--- src/rtl/zs_packer.sv ---
// Bit-serial to zero-skip packer: rebuilds LSB-first 8-bit pixels and writes 9-bit {skip, pixel}
// words to the feature SRAM; word[8]=1 marks that the following pixel was zero and not stored.
module zs_packer #(
   parameter int SRAM_DEPTH = 1024,
   parameter bit ZS_ENABLE  = 1'b1,
   localparam int AW        = $clog2(SRAM_DEPTH)
) (
   input  logic          clk,
   input  logic          reset_n,
   input  logic          pack_start,
   input  logic [AW-1:0] start_addr,
   input  logic [AW-1:0] img_width_size,
   input  logic [AW-1:0] img_height_size,
   input  logic          serial_input,
   input  logic          serial_en,
   output logic          pack_idle,
   output logic          sram_en,
   output logic          sram_we,
   output logic [AW-1:0] sram_addr,
   output logic [8:0]    sram_data,
   output logic          frame_done,
   output logic [AW:0]   word_count
);

   localparam logic [1:0] ST_IDLE  = 2'd0;
   localparam logic [1:0] ST_RUN   = 2'd1;
   localparam logic [1:0] ST_FLUSH = 2'd2;
   localparam logic [1:0] ST_DONE  = 2'd3;

   logic [1:0]    state;
   logic [2:0]    bit_cnt;
   logic [6:0]    shreg;
   logic [AW:0]   pix_left;
   logic [AW-1:0] wr_addr;
   logic          pend_valid;
   logic          pend_flag;
   logic [7:0]    pend_data;

   logic [AW:0]   frame_w;
   logic [AW:0]   frame_h;
   logic [AW:0]   frame_pixels;
   logic [7:0]    byte_val;
   logic          byte_done;

   // Sizes are encoded as dimension-1; the caller keeps the product within SRAM_DEPTH.
   assign frame_w      = {1'b0, img_width_size} + 1'b1;
   assign frame_h      = {1'b0, img_height_size} + 1'b1;
   assign frame_pixels = frame_w * frame_h;

   assign byte_val  = {serial_input, shreg};
   assign byte_done = (state == ST_RUN) && serial_en && (bit_cnt == 3'd7);

   assign pack_idle = (state == ST_IDLE);
   assign sram_en   = sram_we;

   always_ff @(posedge clk or negedge reset_n) begin
      if (!reset_n) begin
         state      <= ST_IDLE;
         bit_cnt    <= '0;
         shreg      <= '0;
         pix_left   <= '0;
         wr_addr    <= '0;
         pend_valid <= 1'b0;
         pend_flag  <= 1'b0;
         pend_data  <= '0;
         sram_we    <= 1'b0;
         sram_addr  <= '0;
         sram_data  <= '0;
         frame_done <= 1'b0;
         word_count <= '0;
      end else begin
         // NOTE: strobes default low each cycle; the branches below raise them for exactly one cycle.
         sram_we    <= 1'b0;
         frame_done <= 1'b0;
         case (state)
            ST_IDLE: begin
               if (pack_start) begin
                  state      <= ST_RUN;
                  wr_addr    <= start_addr;
                  pix_left   <= frame_pixels;
                  word_count <= '0;
                  bit_cnt    <= '0;
                  pend_valid <= 1'b0;
                  pend_flag  <= 1'b0;
               end
            end
            ST_RUN: begin
               if (serial_en) begin
                  bit_cnt <= bit_cnt + 3'd1;
                  if (bit_cnt != 3'd7) shreg[bit_cnt] <= serial_input;
               end
               if (byte_done) begin
                  pix_left <= pix_left - 1'b1;
                  if (pix_left == (AW+1)'(1)) state <= ST_FLUSH;
                  if (!pend_valid) begin
                     pend_valid <= 1'b1;
                     pend_flag  <= 1'b0;
                     pend_data  <= byte_val;
                  end else if (ZS_ENABLE && !pend_flag && (byte_val == 8'h00)) begin
                     // A zero following an unflagged word is absorbed; a flagged word never absorbs again.
                     pend_flag <= 1'b1;
                  end else begin
                     sram_we    <= 1'b1;
                     sram_addr  <= wr_addr;
                     sram_data  <= {pend_flag, pend_data};
                     wr_addr    <= wr_addr + 1'b1;
                     word_count <= word_count + 1'b1;
                     pend_flag  <= 1'b0;
                     pend_data  <= byte_val;
                  end
               end
            end
            ST_FLUSH: begin
               sram_we    <= 1'b1;
               sram_addr  <= wr_addr;
               sram_data  <= {pend_flag, pend_data};
               wr_addr    <= wr_addr + 1'b1;
               word_count <= word_count + 1'b1;
               pend_valid <= 1'b0;
               frame_done <= 1'b1;
               state      <= ST_DONE;
            end
            default: begin
               state <= ST_IDLE;
            end
         endcase
      end
   end

endmodule

--- config.mk ---
export PLATFORM = sky130hd
export DESIGN_NAME = zs_packer
export DESIGN_NICKNAME = d
export VERILOG_FILES = /design/src/rtl/zs_packer.sv
export SDC_FILE = /design/constraint.sdc
export NUM_CORES = 1
export LEC_CHECK = 0
export CORE_MARGIN = 2
export CORE_UTILIZATION = 45
export DETAILED_ROUTE_END_ITERATION = 16
export PLACE_DENSITY = 0.66
export SLEW_MARGIN = 20
export SYNTH_ARGS = -nofsm -noshare
export SYNTH_HDL_FRONTEND = slang
export SYNTH_SLANG_ARGS = --single-unit
--- constraint.sdc ---
create_clock -name clk -period 5.4 [get_ports clk]
set_clock_uncertainty 0.15 [all_clocks]
set_input_delay 0.54 -clock clk [delete_from_list [all_inputs] [get_ports clk]]
set_output_delay 0.54 -clock clk [all_outputs]
set_load 0.05 [all_outputs]
== Yosys cells after proc, flatten, opt, wreduce, memory -nomap -nowiden ==
Index checks and enable logic that the tools add are counted.

* Bits in registers: 75
* Bits of input ports: 35
* Output and inout bits: 34
* Logic and storage cells: 97

* $add $sub $neg: 6
* Multiply operators: 1
* Order comparisons: 2
* Equality and inequality tests: 12
* Muxes and demuxes: 45
* Reductions and logical operators: 18

{| class="wikitable"
|+ Operators by type and width
! cell !! number
|-
| $mux W10 || 7
|-
| $mux W11 || 6
|-
| $pmux W11 S3 || 1
|-
| $pmux W10 S3 || 1
|-
| $mux W9 || 3
|-
| $add A10 B1 Y11 const B || 2
|-
| $pmux W11 S2 || 1
|-
| $pmux W10 S2 || 1
|-
| $pmux W9 S2 || 1
|-
| $reduce_and A3 Y1 || 6
|-
| $mux W8 || 2
|-
| $ne A2 B2 Y1 const B || 6
|-
| $add A11 B1 Y11 const B || 1
|-
| $eq A11 B1 Y1 const B || 1
|-
| $mul A11 B11 Y11 || 1
|-
| $sub A11 B1 Y11 const B || 1
|-
| $add A10 B1 Y10 const B || 1
|-
| $mux W1 || 10
|-
| $logic_not A8 Y1 || 1
|-
| $bwmux W7 || 1
|-
| $mux W2 || 3
|-
| $mux W3 || 2
|-
| $pmux W2 S3 || 1
|-
| $pmux W3 S2 || 1
|-
| 18 further kinds || 23
|}

== Depth between registers and ports, before layout ==
Gate-level depths: netlist of run 1.

* Depth in word-level cells: 6
* Gate-level depth with buffers: 22
* Depth with buffers taken out: 22

== Least setup slack after synthesis of run 1 ==
No wires, ideal clock.

* Kind: in2reg
* Start point: input img_height_size[0]
* End point: register pix_left[10]
* Data arrival time: 5269 ps
* Required time: 5117 ps
* Path slack: -152 ps
* Stages on the path: 19
* Buffers on the path: 0
* Path through: ha_1 nand3_1 xnor2_1 nand2_1 fa_1 fa_1 inv_1 fa_1 fa_1 inv_1 fa_1 xor2_1 xnor2_1 xnor2_1 xnor2_1 xnor2_1 xnor3_1 xnor3_1 o221ai_2

* Word-level cells in the longest chain between the ends: 4

{| class="wikitable"
|+ Ends and longest elaborated chain
! item !! RTL line !! text
|-
| from (decl) || 13 || <nowiki>input logic [AW-1:0] img_height_size,</nowiki>
|-
| $add A10 B1 Y11 || 47 || <nowiki>assign frame_h = {1'b0, img_height_size} + 1'b1;</nowiki>
|-
| $mul A11 B11 Y11 || 48 || <nowiki>assign frame_pixels = frame_w * frame_h;</nowiki>
|-
| $mux W11 || 77 || <nowiki>if (pack_start) begin</nowiki>
|-
| $pmux W11 S2 || 75 || <nowiki>case (state)</nowiki>
|-
| to (signal assigned) || 80 || <nowiki>pix_left <= frame_pixels;</nowiki>
|-
| to (signal assigned) || 93 || <nowiki>pix_left <= pix_left - 1'b1;</nowiki>
|-
| to (decl) || 33 || <nowiki>logic [AW:0] pix_left;</nowiki>
|}

No other way between the ends. The select of a mux whose other input is x is not followed.
A chain may end at the register's enable or synchronous reset.

== Final worst setup path of run 1 ==
* Start point: input img_height_size[2]
* End point: register pix_left[10]

Same word-level chain as after synthesis.

==> impl_metrics.prom, run 1 <==
# TYPE chip_impl_metric gauge
chip_impl_metric{name="r2r_cells",unit=""} 8
chip_impl_metric{name="dr.first_iter.drc_count",unit=""} 235
chip_impl_metric{name="die-area",unit="sq um"} 13600
chip_impl_metric{name="core_area",unit="sq um"} 12500
chip_impl_metric{name="multi_input_comb_area",unit="sq um"} 3720
chip_impl_info{name="tritoncts",value="done"} 1
chip_impl_info{name="critical_path.cell_chain",value="clkbuf_2 > nand3_2 > buf_4 > inv_1 > nand3_2 > xnor2_2 > nand2_1 > fa_2 > fa_1 > inv_1 > fa_1 > fa_1 > inv_1 > fa_2 > xor2_2 > xnor2_2 > xnor2_1 > xnor2_1 > xnor2_1 > xnor3_1 > xnor3_1 > o221ai_2"} 1
chip_impl_metric{name="register_clock_pin_slew_on_the_reported_worst_setup_and_hold_paths",unit="ns"} 0.06
chip_impl_metric{name="period_minus_slack",unit="ns"} 5.23
chip_impl_metric{name="period_share",unit="%"} 96.9
chip_impl_metric{name="cts.htree.levels",unit=""} 3
chip_impl_info{name="regToRegStartpoint",value="state[1]"} 1
chip_impl_metric{name="cts_buffers",unit=""} 9
chip_impl_metric{name="post_synth.cell_area_avg",unit="sq um"} 9.50
chip_impl_info{name="crit_path_start_kind",value="input port"} 1
chip_impl_metric{name="ant_nets",unit=""} 0
chip_impl_metric{name="layout-area-overhead-vs-synth",unit="%"} 32.0
chip_impl_metric{name="insertedDiodeCount",unit=""} 0
chip_impl_metric{name="drv_cap",unit=""} 0
chip_impl_metric{name="average_routed_wire_per_standard_cell",unit="um"} 14.4
chip_impl_metric{name="routed-via-count",unit=""} 4736
chip_impl_metric{name="yosysSeqAreaShare",unit="%"} 33.0
chip_impl_metric{name="max_slew_margin",unit="%"} 36.2
chip_impl_metric{name="antenna_found_initial",unit=""} 0
chip_impl_metric{name="synth-edff-count",unit=""} 0
chip_impl_metric{name="clock_path_buffers",unit=""} 2
chip_impl_metric{name="dr.pass1.iters",unit=""} 4
chip_impl_metric{name="detail_route.wirelength",unit="um"} 13100
chip_impl_metric{name="num-nets-final",unit=""} 837
chip_impl_info{name="critical_path_class",value="in -> reg"} 1
chip_impl_metric{name="final-instance-count-excl-fill",unit=""} 909
chip_impl_metric{name="final_critical_path_setup_slack",unit="ns"} 0.167
chip_impl_info{name="ys.flop_type",value="dfrtp_1"} 1
chip_impl_metric{name="grt_pass1_wl",unit="um"} 22100
chip_impl_info{name="worst_path_max_delay_cell",value="fa_1"} 1
chip_impl_metric{name="netlist_area",unit="sq um"} 5690
chip_impl_metric{name="buffer_ports.inserted",unit=""} 68
chip_impl_metric{name="power",unit="mW"} 3.65
chip_impl_metric{name="grt_pass1_vias",unit=""} 4804
chip_impl_metric{name="post_drt_via_cell_ratio",unit=""} 5.21
chip_impl_metric{name="power_density",unit="nW/um^2"} 485
chip_impl_metric{name="track_usage",unit="%"} 20.4
chip_impl_metric{name="power.static_leakage",unit="nW"} 3.53
chip_impl_metric{name="worst_slew_pin_slew",unit="ns"} 0.957
chip_impl_metric{name="insertion_delay",unit="ns"} 0.33
chip_impl_metric{name="dp_worst_setup_slack",unit="ns"} -0.655
chip_impl_metric{name="synthesis.instances",unit=""} 599
chip_impl_metric{name="post_cts_hold_buffer_count",unit=""} 0
chip_impl_info{name="run_status",value="finished clean"} 1
chip_impl_info{name="setup.worst_path.end_class",value="flip-flop"} 1
chip_impl_info{name="final_cell_mix",value="dfrtp_1, buf_4, inv_1"} 1
chip_impl_metric{name="placedCellCount",unit=""} 882
chip_impl_metric{name="overflow",unit=""} 0
chip_impl_metric{name="postSynthRegisterBits",unit=""} 75
chip_impl_metric{name="cts.sinks",unit=""} 75
chip_impl_metric{name="std_cell_rows",unit=""} 41
chip_impl_metric{name="layout.core_utilization",unit="%"} 60.3
chip_impl_metric{name="ir_worst_vdd",unit="mV"} 0.394
chip_impl_metric{name="floorplan.initialDensity",unit="%"} 45.6
chip_impl_metric{name="rd_place_congestion",unit=""} 0.838
chip_impl_metric{name="yosysWarnings",unit=""} 0
chip_impl_metric{name="final_max_slew_viol_count",unit=""} 0
chip_impl_metric{name="die_w",unit="um"} 116
chip_impl_metric{name="drcViolationCount",unit=""} 0
chip_impl_metric{name="crit_path_max_incr_delay",unit="ns"} 0.53
chip_impl_metric{name="layout-drive-gt1-share",unit="%"} 23.9
chip_impl_info{name="layout_commonest_cell",value="dfrtp_1"} 1
chip_impl_metric{name="worstPathRequired",unit="ns"} 5.49
chip_impl_metric{name="postSynth.asyncResetShare",unit="%"} 100
chip_impl_info{name="crit_start",value="img_height_size[2]"} 1
chip_impl_info{name="clockRootBuffer",value="clkbuf_16"} 1
chip_impl_metric{name="critical_path_fanout_max",unit=""} 3
chip_impl_metric{name="sequential_standard_cell_area",unit="sq um"} 1880
chip_impl_metric{name="setup_viol",unit=""} 0
chip_impl_metric{name="io_pins",unit=""} 69
chip_impl_metric{name="fmax",unit="GHz"} 0.191
chip_impl_info{name="min-delay-path-class",value="in -> async"} 1
chip_impl_metric{name="die_height",unit="um"} 116
chip_impl_metric{name="hold_viol",unit=""} 0
chip_impl_metric{name="maximum_number_of_pins_on_one_net_before_global_route_repair",unit=""} 76
chip_impl_metric{name="critical_path_arrival",unit="ns"} 5.32
chip_impl_metric{name="syn_nets",unit=""} 704
chip_impl_metric{name="fillerInstances",unit=""} 1041
chip_impl_metric{name="place.detailed.hpwl",unit="um"} 9920
chip_impl_metric{name="yosysUniqueCellTypes",unit=""} 50
synth_stat cells, drive strengths merged (3+ instances only):
library cell  number  area [sq um]
a21oi             29           145
dfrtp             75          1880
inv               66           248
or3                3          18.8
and3              13          82.6
fa                30           601
buf                4          18.8
nand2b             5          31.3
mux2i              5          62.6
nor3              10          50.1
xor2              15           139
ha                40           500
clkbuf            12          45.0
o22ai             14          87.6
a22o               3          26.3
nand4              6          43.8
and2              16           100
nand2             51           191
o21ai             37           189
mux2              35           394
xnor2             23           201
nor3b              6          45.0
nand3             34           170
nor2b             16           100
nor2              27           101
cell type report:
cell class	instances	share of cell area (%)
Multi-Input combinational cell	441	49.5
Clock inverter	6	0.550
Sequential cell	75	25.0
Inverter	67	3.35
Clock buffer	10	3.05
Tap cell	172	2.86
Timing Repair Buffer	138	15.7
sequential cells by signal (all words and copies together) (netlist names):
name        flops
bit_cnt         3
frame_done      1
pend_data       8
pend_flag       1
pend_valid      1
pix_left       11
shreg           7
sram_addr      10
sram_data       9
sram_en         1
state           2
word_count     11
wr_addr        10
critical path, delay by kind of cell:
kind / cells / cell delay [ns]
AND/OR/NAND/NOR: 3 / 0.32
XOR/XNOR: 8 / 1.59
adder cells (fa/ha/maj): 5 / 2.27
buffers and inverters: 5 / 0.44
AO/OA/AOI/OAI: 1 / 0.16
final timing paths:
kind                                end  slack (ns)
max                        pix_left[10]        0.17
min                         pix_left[3]        0.20
max reg2reg                 pix_left[2]        2.06
min reg2reg                sram_data[4]        0.35
max in group asynchronous    wr_addr[7]        4.28
min in group clk           sram_data[4]        0.35
report_power, final:
| group | total [mW] | internal (mW) | leakage, nW | switching [mW] |
|---|---|---|---|---|
| Sequential | 0.908 | 0.740 | 0.967 | 0.168 |
| Clock | 0.547 | 0.311 | 0.125 | 0.236 |
| Combinational | 2.19 | 1.00 | 2.44 | 1.19 |
timing repair:
action | 4_1_cts | 5_1_grt
setup buffers | 6 | 6
resized for setup | 25 | 63
pin swaps | 20 | 33
setup endpoints to repair | 2 | 2
hold endpoints to repair | 0 | 0
kinds of logic after synthesis:
| family | synth area share [%] |
|---|---|
| and+or+nand+nor | 17.0 |
| adders and majority gates | 19.3 |
| AOI/OAI and AO/OA | 10.4 |
| buffers and inverters | 5.54 |
| xor gates and xnor gates | 6.77 |
| DFF | 33.0 |
| muxes | 8.03 |
routing by layer:
metal  vias to the layer above  track usage [%]  routed length, um
met5                         -                0                  0
met4                         0             5.00                 79
met3                         9             3.89                404
met2                        89             34.7               6750
met1                      2343             27.2               5890
li1                       2295                -                  -
stage by stage:
| stage | TNS, ns | hold slack (ns) | instance area [sq um] |
|---|---|---|---|
| 6_report | 0 | 0.204 | 7510 |
| 5_1_grt | -0.00761 | 0.281 | 7510 |
| 4_1_cts | 0 | 0.244 | 7350 |
| 3_5_place_dp | -1.61 | 0.341 | 6980 |
| 3_3_place_gp | -1.16 | 0.336 | 6980 |
| 2_1_floorplan | 0 | 0.0944 | 5700 |
Power figures use the tool's default switching activity.
==> inputs of run 2 (changes only) <==
ABC_CLOCK_PERIOD_IN_PS = 5400   (was default)
GPL_TIMING_DRIVEN = 1   (was default)
==> results of run 2 <==
Final layout, timing and power as in run 1 (identical DEF).
